===== config.mk =====
export PLATFORM = sky130hd
export DESIGN_NAME = eth_payload_packer
export DESIGN_NICKNAME = d
export VERILOG_FILES = /design/src/rtl/eth_helper_pkg.sv /design/src/rtl/eth_flush_timer.sv /design/src/rtl/eth_payload_packer.sv
export SDC_FILE = /design/constraint.sdc
export NUM_CORES = 1
export LEC_CHECK = 0
export ABC_AREA = 1
export BUFFER_PORTS_ARGS = -buffer_cell sky130_fd_sc_hd__buf_2
export CORE_ASPECT_RATIO = 0.5
export CORE_MARGIN = 1
export CORE_UTILIZATION = 50
export CTS_CLUSTER_SIZE = 40
export DETAILED_ROUTE_END_ITERATION = 10
export PLACE_DENSITY = 0.71
export SYNTH_ARGS = -nofsm -noshare
export SYNTH_HDL_FRONTEND = slang
export SYNTH_HIERARCHICAL = 1
export SYNTH_SLANG_ARGS = --single-unit

===== constraint.sdc =====
create_clock -name ACLK -period 4.3 [get_ports ACLK]
set_input_delay 0.215 -clock ACLK [delete_from_list [all_inputs] [get_ports ACLK]]
set_output_delay 0.215 -clock ACLK [all_outputs]
set_load 0.03 [all_outputs]

===== src/rtl/eth_helper_pkg.sv =====
// Shared constants for the Ethernet payload packer.
// Lane count, index widths, send_size encodings, counter widths.
package eth_helper_pkg;

  localparam int LANES      = 4;
  localparam int LANE_IDX_W = 2;
  localparam int CNT_W      = LANE_IDX_W + 1;
  localparam int FRAMES_W   = 16;

  localparam logic [1:0] SEND_SIZE_8B  = 2'b00;
  localparam logic [1:0] SEND_SIZE_16B = 2'b01;
  localparam logic [1:0] SEND_SIZE_24B = 2'b10;
  localparam logic [1:0] SEND_SIZE_32B = 2'b11;

  function automatic logic [1:0] lanes_to_size(
    input logic [CNT_W-1:0] n
  );
    logic [CNT_W-1:0] m;
    m = n - 1'b1;
    return m[1:0];
  endfunction

endpackage


===== src/rtl/eth_flush_timer.sv =====
// Idle timer that closes a partially filled slot.
// Ports: ACLK, ARESETN, clr, en in; expire out (one cycle, never when TIMEOUT=0).
module eth_flush_timer #(
  parameter int TIMEOUT = 1024
) (
  input  logic ACLK,
  input  logic ARESETN,
  input  logic clr,
  input  logic en,
  output logic expire
);

  localparam int CW = (TIMEOUT > 1) ? $clog2(TIMEOUT) : 1;
  localparam logic [CW-1:0] LAST =
    (TIMEOUT > 0) ? CW'(TIMEOUT - 1) : '0;
  localparam logic ARMED = (TIMEOUT != 0);

  logic [CW-1:0] cnt_q;

  // Saturates at LAST so a stalled slot never wraps back to zero.
  always_ff @(posedge ACLK) begin
    if (!ARESETN || clr)
      cnt_q <= '0;
    else if (en && cnt_q != LAST)
      cnt_q <= cnt_q + 1'b1;
  end

  assign expire = ARMED & en & (cnt_q == LAST);

endmodule


===== src/rtl/eth_payload_packer.sv =====
// Packs narrow AXI-Stream beats into multi-lane payload words.
// Ports: ACLK/ARESETN, S_AXIS_* sink, send_* source, frames_sent count.
module eth_payload_packer
  import eth_helper_pkg::*;
#(
  parameter int RAW_DATA_WIDTH = 256,
  parameter int LANE_WIDTH     = 64,
  parameter int FLUSH_TIMEOUT  = 1024
) (
  input  logic                      ACLK,
  input  logic                      ARESETN,
  input  logic [LANE_WIDTH-1:0]     S_AXIS_tdata,
  input  logic                      S_AXIS_tvalid,
  input  logic                      S_AXIS_tlast,
  output logic                      S_AXIS_tready,
  output logic                      send_valid,
  output logic [RAW_DATA_WIDTH-1:0] send_data,
  output logic [1:0]                send_size,
  input  logic                      send_ready,
  output logic [FRAMES_W-1:0]       frames_sent
);

  localparam int NL = RAW_DATA_WIDTH / LANE_WIDTH;

  logic                             live_q;
  logic                             closed_q;
  logic [CNT_W-1:0]                 cnt_q;
  logic [NL-1:0][LANE_WIDTH-1:0]    fill_q;
  logic                             out_v_q;
  logic [RAW_DATA_WIDTH-1:0]        out_d_q;
  logic [1:0]                       out_s_q;
  logic [FRAMES_W-1:0]              frames_q;

  logic                             accept;
  logic                             close_now;
  logic                             rel;
  logic                             move;
  logic                             expire;
  logic                             tmr_en;
  logic [CNT_W-1:0]                 cnt_n;
  logic [NL-1:0][LANE_WIDTH-1:0]    fill_n;

  assign S_AXIS_tready = live_q & ~closed_q;
  assign accept        = S_AXIS_tvalid & S_AXIS_tready;
  assign tmr_en        = S_AXIS_tready & (cnt_q != '0) & ~accept;
  assign rel           = out_v_q & send_ready;

  assign close_now = (accept &
                      (S_AXIS_tlast | cnt_q == CNT_W'(NL - 1)))
                   | expire;

  // A slot closing this cycle may move straight out, so the
  // output slot sees the word including the closing beat.
  assign move = (close_now | closed_q) & (~out_v_q | rel);

  always_comb begin
    fill_n = fill_q;
    cnt_n  = cnt_q + CNT_W'(accept);
    if (accept)
      fill_n[cnt_q[LANE_IDX_W-1:0]] = S_AXIS_tdata;
  end

  eth_flush_timer #(
    .TIMEOUT (FLUSH_TIMEOUT)
  ) u_timer (
    .ACLK    (ACLK),
    .ARESETN (ARESETN),
    .clr     (~tmr_en),
    .en      (tmr_en),
    .expire  (expire)
  );

  // Fill slot is zeroed on every move, so lanes never written
  // in the next word are already zero when it leaves.
  always_ff @(posedge ACLK) begin
    if (!ARESETN) begin
      live_q   <= 1'b0;
      closed_q <= 1'b0;
      cnt_q    <= '0;
      fill_q   <= '0;
    end else begin
      live_q <= 1'b1;
      if (move) begin
        closed_q <= 1'b0;
        cnt_q    <= '0;
        fill_q   <= '0;
      end else begin
        closed_q <= closed_q | close_now;
        cnt_q    <= cnt_n;
        fill_q   <= fill_n;
      end
    end
  end

  always_ff @(posedge ACLK) begin
    if (!ARESETN) begin
      out_v_q  <= 1'b0;
      out_d_q  <= '0;
      out_s_q  <= SEND_SIZE_8B;
      frames_q <= '0;
    end else begin
      if (move) begin
        out_v_q <= 1'b1;
        out_d_q <= fill_n;
        out_s_q <= lanes_to_size(cnt_n);
      end else if (rel) begin
        out_v_q <= 1'b0;
      end
      if (rel)
        frames_q <= frames_q + 1'b1;
    end
  end

  assign send_valid  = out_v_q;
  assign send_data   = out_d_q;
  assign send_size   = out_s_q;
  assign frames_sent = frames_q;

endmodule

==> reports/results.txt, run 1 <==
Syn_area_per_cell - 6.99 um2
Iter 0 DRT Violations - 1544
Num CTS Buffers - 49
P&R area growth vs syn - 14.1%
Max cap viols - 0
Initial antenna violation count - 0
Clock root buffer - clkbuf_16
Post-CTS Hold Buffers - 1
Final period util - 68.2%
Number of distinct library cells after synthesis - 29
Final #Nets - 3509
Mapped Cells - 3254
CTS tree - yes
IO buf count - 344
Status - complete, no violations
Crit-path max FO - 279
Unrepaired setup endpoints after global routing - false
Util after Layout - 58.7%
Die X - 304 um
Mapped Area - 0.0227 mm2
Maximum number of pins on one net before global-route repair - 280
CTS clock-pin slew for the worst setup and hold paths - 0.07 ns
Row cnt - 54
Final Hold Vio Count - 0
Startpoint types - flop
Grt ovf - 0
Reg2reg end - send_data[156]$_SDFFE_PN0P_
Fin Hold WS - 0.0558 ns
Least-Margin Pin Slew - 1.27 ns
WL/cell - 15.1 um
Worst slew margin - 15.3%
Most frequent cells in the layout - nand2_1 (946), nor2_1 (561), dfxtp_1 (546)
Seq cells post-synth - 546
Fillers - 4292
Final Cell Area - 0.0259 mm2
Post-CTS sizing - 0
Min-Delay Endpoint - fill_q[6]$_SDFF_PP0_
Hold crit path type - in -> reg
Pwr Total - 11.0 mW
Clock Path Buffers - 3
Critical path class - reg -> reg
1st-pass router iterations - 5
Area of the die - 0.0464 mm2
Core area - 0.0442 mm2
Worst EP required - 4.76 ns
Setup TNS - 0 ns
Final clock skew - 0.0133 ns
Vias - 20700
Final wirelength - 61400 um
Vias in the first global route - 18900
Commonest non-fill, non-tap cell in the layout - nand2_1
Hold_sp - S_AXIS_tdata[6]
Die H - 153 um
Antenna cells - 0
Syn nets - 3327
Area post-placement - 0.0244 mm2
DR vias/cell - 5.10
Drt drc - 0
Cell Pwr Density - 426 mW/mm2
Global-route wire length before repair - 98300 um
Minimum clock period - 2.93 ns
Worst-case vdd ir drop - 247 uV
Slew Viols, Final - 0
# IOs - 345
Tot GR Track Use - 25.8%
Initial core utilization - 51.5%
Worst-case reg-to-reg path depth - 12
Layout cell share with drive strength beyond 1 - 13.3%
Post-DP HPWL - 36100 um
YS warnings - 6
Lkg Pwr - 11.8 nW
R2r setup slk - 1.37 ns
Clk sinks - 546
H-tree depth - 2
CP Capture Type - flop
Worst flop-to-flop path startpoint - live_q$_DFF_P_
Fmax - 0.341 GHz
Setup violators final - 0
Clk_lat worst skew - 0.57 ns
Sequential share of the synthesized area - 48.1%
Setup bufs post-CTS - 0
Hold-critical path depth - 5
Worst EP arrival - 3.39 ns
Post-DRT Antenna Nets - 0
Gpl congestion - 0.814
cell usage after synthesis:
master    count  area (um2)
nor3b_1       1        7.51
buf_1        31         116
ha_1          4        50.1
nand2_2       3        18.8
o21ai_0       8        40.0
a21oi_1     270        1350
dfxtp_1     546       10900
o21ai_1       1        5.00
nand3_2       2        20.0
buf_4        15         113
nand3_4       1        17.5
nor2_2        8        50.1
o21bai_1    130         976
nand4_1       6        37.5
nor3_1        5        25.0
nor2_4        1        11.3
inv_2         1        3.75
nand3_1     277        1390
nor2_1      561        2110
buf_2       124         621
nand3b_4      1        20.0
o21a_1        1        7.51
buf_6        11         124
inv_1       236         886
xor2_1        2        17.5
clkbuf_1     57         214
nand2_1     948        3560
xnor2_1       2        17.5
a31oi_1       1        6.26
worst max-delay path, stage by stage (launching register included):
cell and delay (ns):
dfxtp_1 0.37, inv_1 0.05, nor2_1 0.26, nand3_1 0.18
inv_1 0.21, inv_1 0.09, nor2_1 0.11, nor2_1 0.10
nand2_8 0.10, buf_12 0.69, nand3_1 0.19, nand2_1 0.13
nor2_1 0.06
final cells by class:
| cell class | count | area (um2) | share of cell area (%) |
|---|---|---|---|
| Clock inverter | 18 | 173 | 0.666 |
| Tap cell | 588 | 736 | 2.84 |
| Timing Repair Buffer | 369 | 2020 | 7.79 |
| Clock buffer | 67 | 1400 | 5.38 |
| Sequential cell | 546 | 10900 | 42.1 |
| Inverter | 237 | 897 | 3.46 |
| Multi-Input combinational cell | 2233 | 9780 | 37.7 |
power breakdown:
group,switching [mW],internal [mW],leakage (nW)
Clock,1.95,2.45,0.785
Combinational,0.931,0.371,6.58
Sequential,0.0931,5.25,4.44
Total,2.98,8.07,11.8
logic make-up after synthesis:
group                    after synthesis  share of synthesized area (%)
flip-flops                           546                           48.1
adder cells (fa/ha/maj)                4                          0.220
AND/OR/NAND/NOR                     1814                           31.9
XOR/XNOR                               4                          0.154
buffers and inverters                475                           9.13
AO/OA/AOI/OAI                        411                           10.5
state kept, by name, summed over array words and instances, names as in the netlist:
| register | flops |
|---|---|
| fill_q | 256 |
| send_data | 256 |
| frames_sent | 16 |
| u_timer/cnt_q | 10 |
| cnt_q | 3 |
| send_size | 2 |
| closed_q | 1 |
| live_q | 1 |
| send_valid | 1 |
through the flow:
step / std cells / worst slack, ns
after global routing: 4058 / 1.10
after global placement: 3972 / 1.48
after detailed placement: 3972 / 1.47
final: 4058 / 1.37
after CTS: 4058 / 1.44
after floorplan: 3254 / 1.94
per-layer routing:
metal / wire length, um / GRT usage, % / part of all wire [%] / up-vias
met5: 0 / 0 / 0 / -
met4: 1750 / 7.90 / 2.8 / 0
met3: 2870 / 3.41 / 4.7 / 108
met2: 29800 / 44.9 / 49 / 463
met1: 27000 / 33.0 / 44 / 9632
li1: - / - / - / 10500
how the worst max path moves through the flow:
stage | start | to | slack, ns | cells past startpoint
after floorplan | live_q$_DFF_P_ | fill_q[10]$_SDFF_PP0_ | 1.94 | 14
after global placement | send_valid$_SDFFE_PN0P_ | fill_q[177]$_SDFF_PP0_ | 1.48 | 8
after detailed placement | live_q$_DFF_P_ | send_data[156]$_SDFFE_PN0P_ | 1.47 | 12
after CTS | live_q$_DFF_P_ | send_data[156]$_SDFFE_PN0P_ | 1.44 | 12
after global routing | live_q$_DFF_P_ | send_data[156]$_SDFFE_PN0P_ | 1.10 | 12
final | live_q$_DFF_P_ | send_data[156]$_SDFFE_PN0P_ | 1.37 | 12
No activity file was read; power rests on OpenSTA's default activity.
==> inputs of run 2 (changes only) <==
Settings changed: PLACE_DENSITY 0.71 to 0.74.
Clock period 4.3 ns to 2.6 ns, I/O delays scaled along.
==> run 2 against run 1 <==
Via count increased by 1.6%. Total power increased by 67%. Wire length increased by 2.4%. Clock power increased by 67%. Largest power group unchanged. Critical path depth unchanged. Critical path type unchanged. Global-route usage increased by 0.69 points. Fmax increased by 27%. Critical endpoint is now send_data[123]$_SDFFE_PN0P_. Combinational power increased by 74%. Non-clock buffer count increased by 59. Count of clock-buffer cells in the layout increased by 2.
==> reports/results.txt, run 2 (same netlist as run 1, synthesis figures left out) <==
Commonest non-fill, non-tap cell in the layout - nand2_1
Clk_lat worst skew - 0.57 ns
Vias in the first global route - 19500
Slew Viols, Final - 0
CP endpoint - send_data[123]$_SDFFE_PN0P_
Worst-case vdd ir drop - 428 uV
Final Cell Area - 0.0267 mm2
WL/cell - 15.3 um
H-tree depth - 2
Num CTS Buffers - 48
Final period util - 89.0%
Post-DP HPWL - 38400 um
Least-Margin Pin Slew - 1.04 ns
Final Hold Vio Count - 0
Final #Nets - 3567
Hold crit path type - in -> reg
Worst flop-to-flop path startpoint - u_timer/cnt_q[0]$_SDFFE_PP0P_
Worst EP required - 3.05 ns
Minimum clock period - 2.31 ns
Drt drc - 0
Iter 0 DRT Violations - 1598
Post-DRT Antenna Nets - 0
Status - complete, no violations
Worst-case reg-to-reg path depth - 12
Setup violators final - 0
Reg2reg end - send_data[123]$_SDFFE_PN0P_
Row cnt - 54
CP Capture Type - flop
Vias - 21000
Final wirelength - 62900 um
Initial core utilization - 51.5%
CTS tree - yes
Worst EP arrival - 2.77 ns
Setup TNS - 0 ns
Final clock skew - 0.0117 ns
# IOs - 345
Area of the die - 0.0464 mm2
Die X - 304 um
Sw frac - 26.6%
Maximum number of pins on one net before global-route repair - 242
Critical Path Start - u_timer/cnt_q[0]$_SDFFE_PP0P_
Worst slew margin - 30.7%
Global-route wire length before repair - 101000 um
CTS clock-pin slew for the worst setup and hold paths - 0.07 ns
Setup bufs post-CTS - 0
Antenna cells - 0
Clock root buffer - clkbuf_16
Clk sinks - 546
Core area - 0.0442 mm2
IO buf count - 344
P&R area growth vs syn - 17.5%
Combinational power share - 12.2%
Gpl congestion - 0.805
Die H - 153 um
1st-pass router iterations - 7
Fillers - 4138
Cell Pwr Density - 691 mW/mm2
R2r setup slk - 0.29 ns
Psw - 4.91 mW
DR vias/cell - 5.10
Clock Path Buffers - 3
Critical path class - reg -> reg
Most frequent cells in the layout - nand2_1 (946), nor2_1 (561), dfxtp_1 (546)
Max cap viols - 0
Tot GR Track Use - 26.5%
Crit-path max FO - 50
Pwr Total - 18.5 mW
Area post-placement - 0.0247 mm2
P_int - 13.6 mW
Fmax - 0.432 GHz
Unrepaired setup endpoints after global routing - false
Grt ovf - 0
Reg power frac - 47.9%
Util after Layout - 60.5%
Layout cell share with drive strength beyond 1 - 13.7%
Fin Hold WS - 0.0116 ns
Clk network pwr share - 39.9%
Initial antenna violation count - 0
Startpoint types - flop
Lkg Pwr - 12.2 nW
[run 2: changes by cell type in the layout (fill, tap and decap cells not counted), sizes merged]
cell	before	now
dlygate4sd3	1	38
buf	367	390
bufinv	3	5
clkinv	14	12
clkbuf	68	69
clkinvlp	0	1
inv	238	237
[run 2: how the worst min path moves through the flow]
stage	from	endpoint	slack (ns)	depth (start not counted)
after detailed placement	send_data[67]$_SDFFE_PN0P_	send_data[67]$_SDFFE_PN0P_	0.46	2
after floorplan	ARESETN	live_q$_DFF_P_	0.16	0
after CTS	S_AXIS_tdata[39]	fill_q[167]$_SDFF_PP0_	0.002	5
final	S_AXIS_tdata[40]	fill_q[104]$_SDFF_PP0_	0.01	5
after global placement	send_data[78]$_SDFFE_PN0P_	send_data[78]$_SDFFE_PN0P_	0.46	2
after global routing	S_AXIS_tdata[39]	fill_q[231]$_SDFF_PP0_	0.01	5
[run 2: final cells by class]
cell class	count	area, um2	share of cell area (%)
clock buffers	69	1380	5.17
clock inverters	18	218	0.815
flip-flops and latches	546	10900	40.9
multi-input cells	2233	9790	36.7
repair buffers	428	2760	10.3
inverters	237	897	3.36
well taps	588	736	2.75
[run 2: worst max-delay path, cell delays in order (launching register included)]
cell      delay (ns)
dfxtp_1         0.37
ha_1            0.22
inv_1           0.06
nor2_2          0.15
nand3b_4        0.18
nor2_1          0.13
nor2_1          0.10
nand2_8         0.20
buf_12          0.27
buf_12          0.23
nand3_1         0.09
nand2_1         0.10
nor2_1          0.04
[run 2: power by group through the flow]
stage / registers (mW) / logic [mW] / clock network [mW]
after floorplan: 9.41 / 1.16 / 0
after global placement: 9.02 / 2.18 / 0
after detailed placement: 9.03 / 2.21 / 0
after CTS: 8.84 / 2.26 / 7.48
after global routing: 8.87 / 2.49 / 7.82
final: 8.84 / 2.26 / 7.37
[run 2: routing by layer]
layer	GRT usage, %	part of all wire (%)	wire (um)	vias up
met4	11.2	4.1	2610	0
met3	3.48	4.9	3080	151
li1	-	-	-	10600
met2	44.9	48	30200	568
met1	33.8	43	27000	9675
met5	0	0	0	-
[run 2: per-stage QoR]
| step | instances | worst slack [ns] |
|---|---|---|
| after floorplan | 3254 | 0.241 |
| after global placement | 3994 | 0.265 |
| final | 4119 | 0.285 |
| after CTS | 4119 | 0.202 |
| after global routing | 4119 | 0.0557 |
| after detailed placement | 3994 | 0.231 |
[run 2: repair_timing]
item                       4_1_cts  5_1_grt
hold endpoints to repair       128        0
setup endpoints to repair        0        7
hold buffers                    38        0
resized for setup                0        1
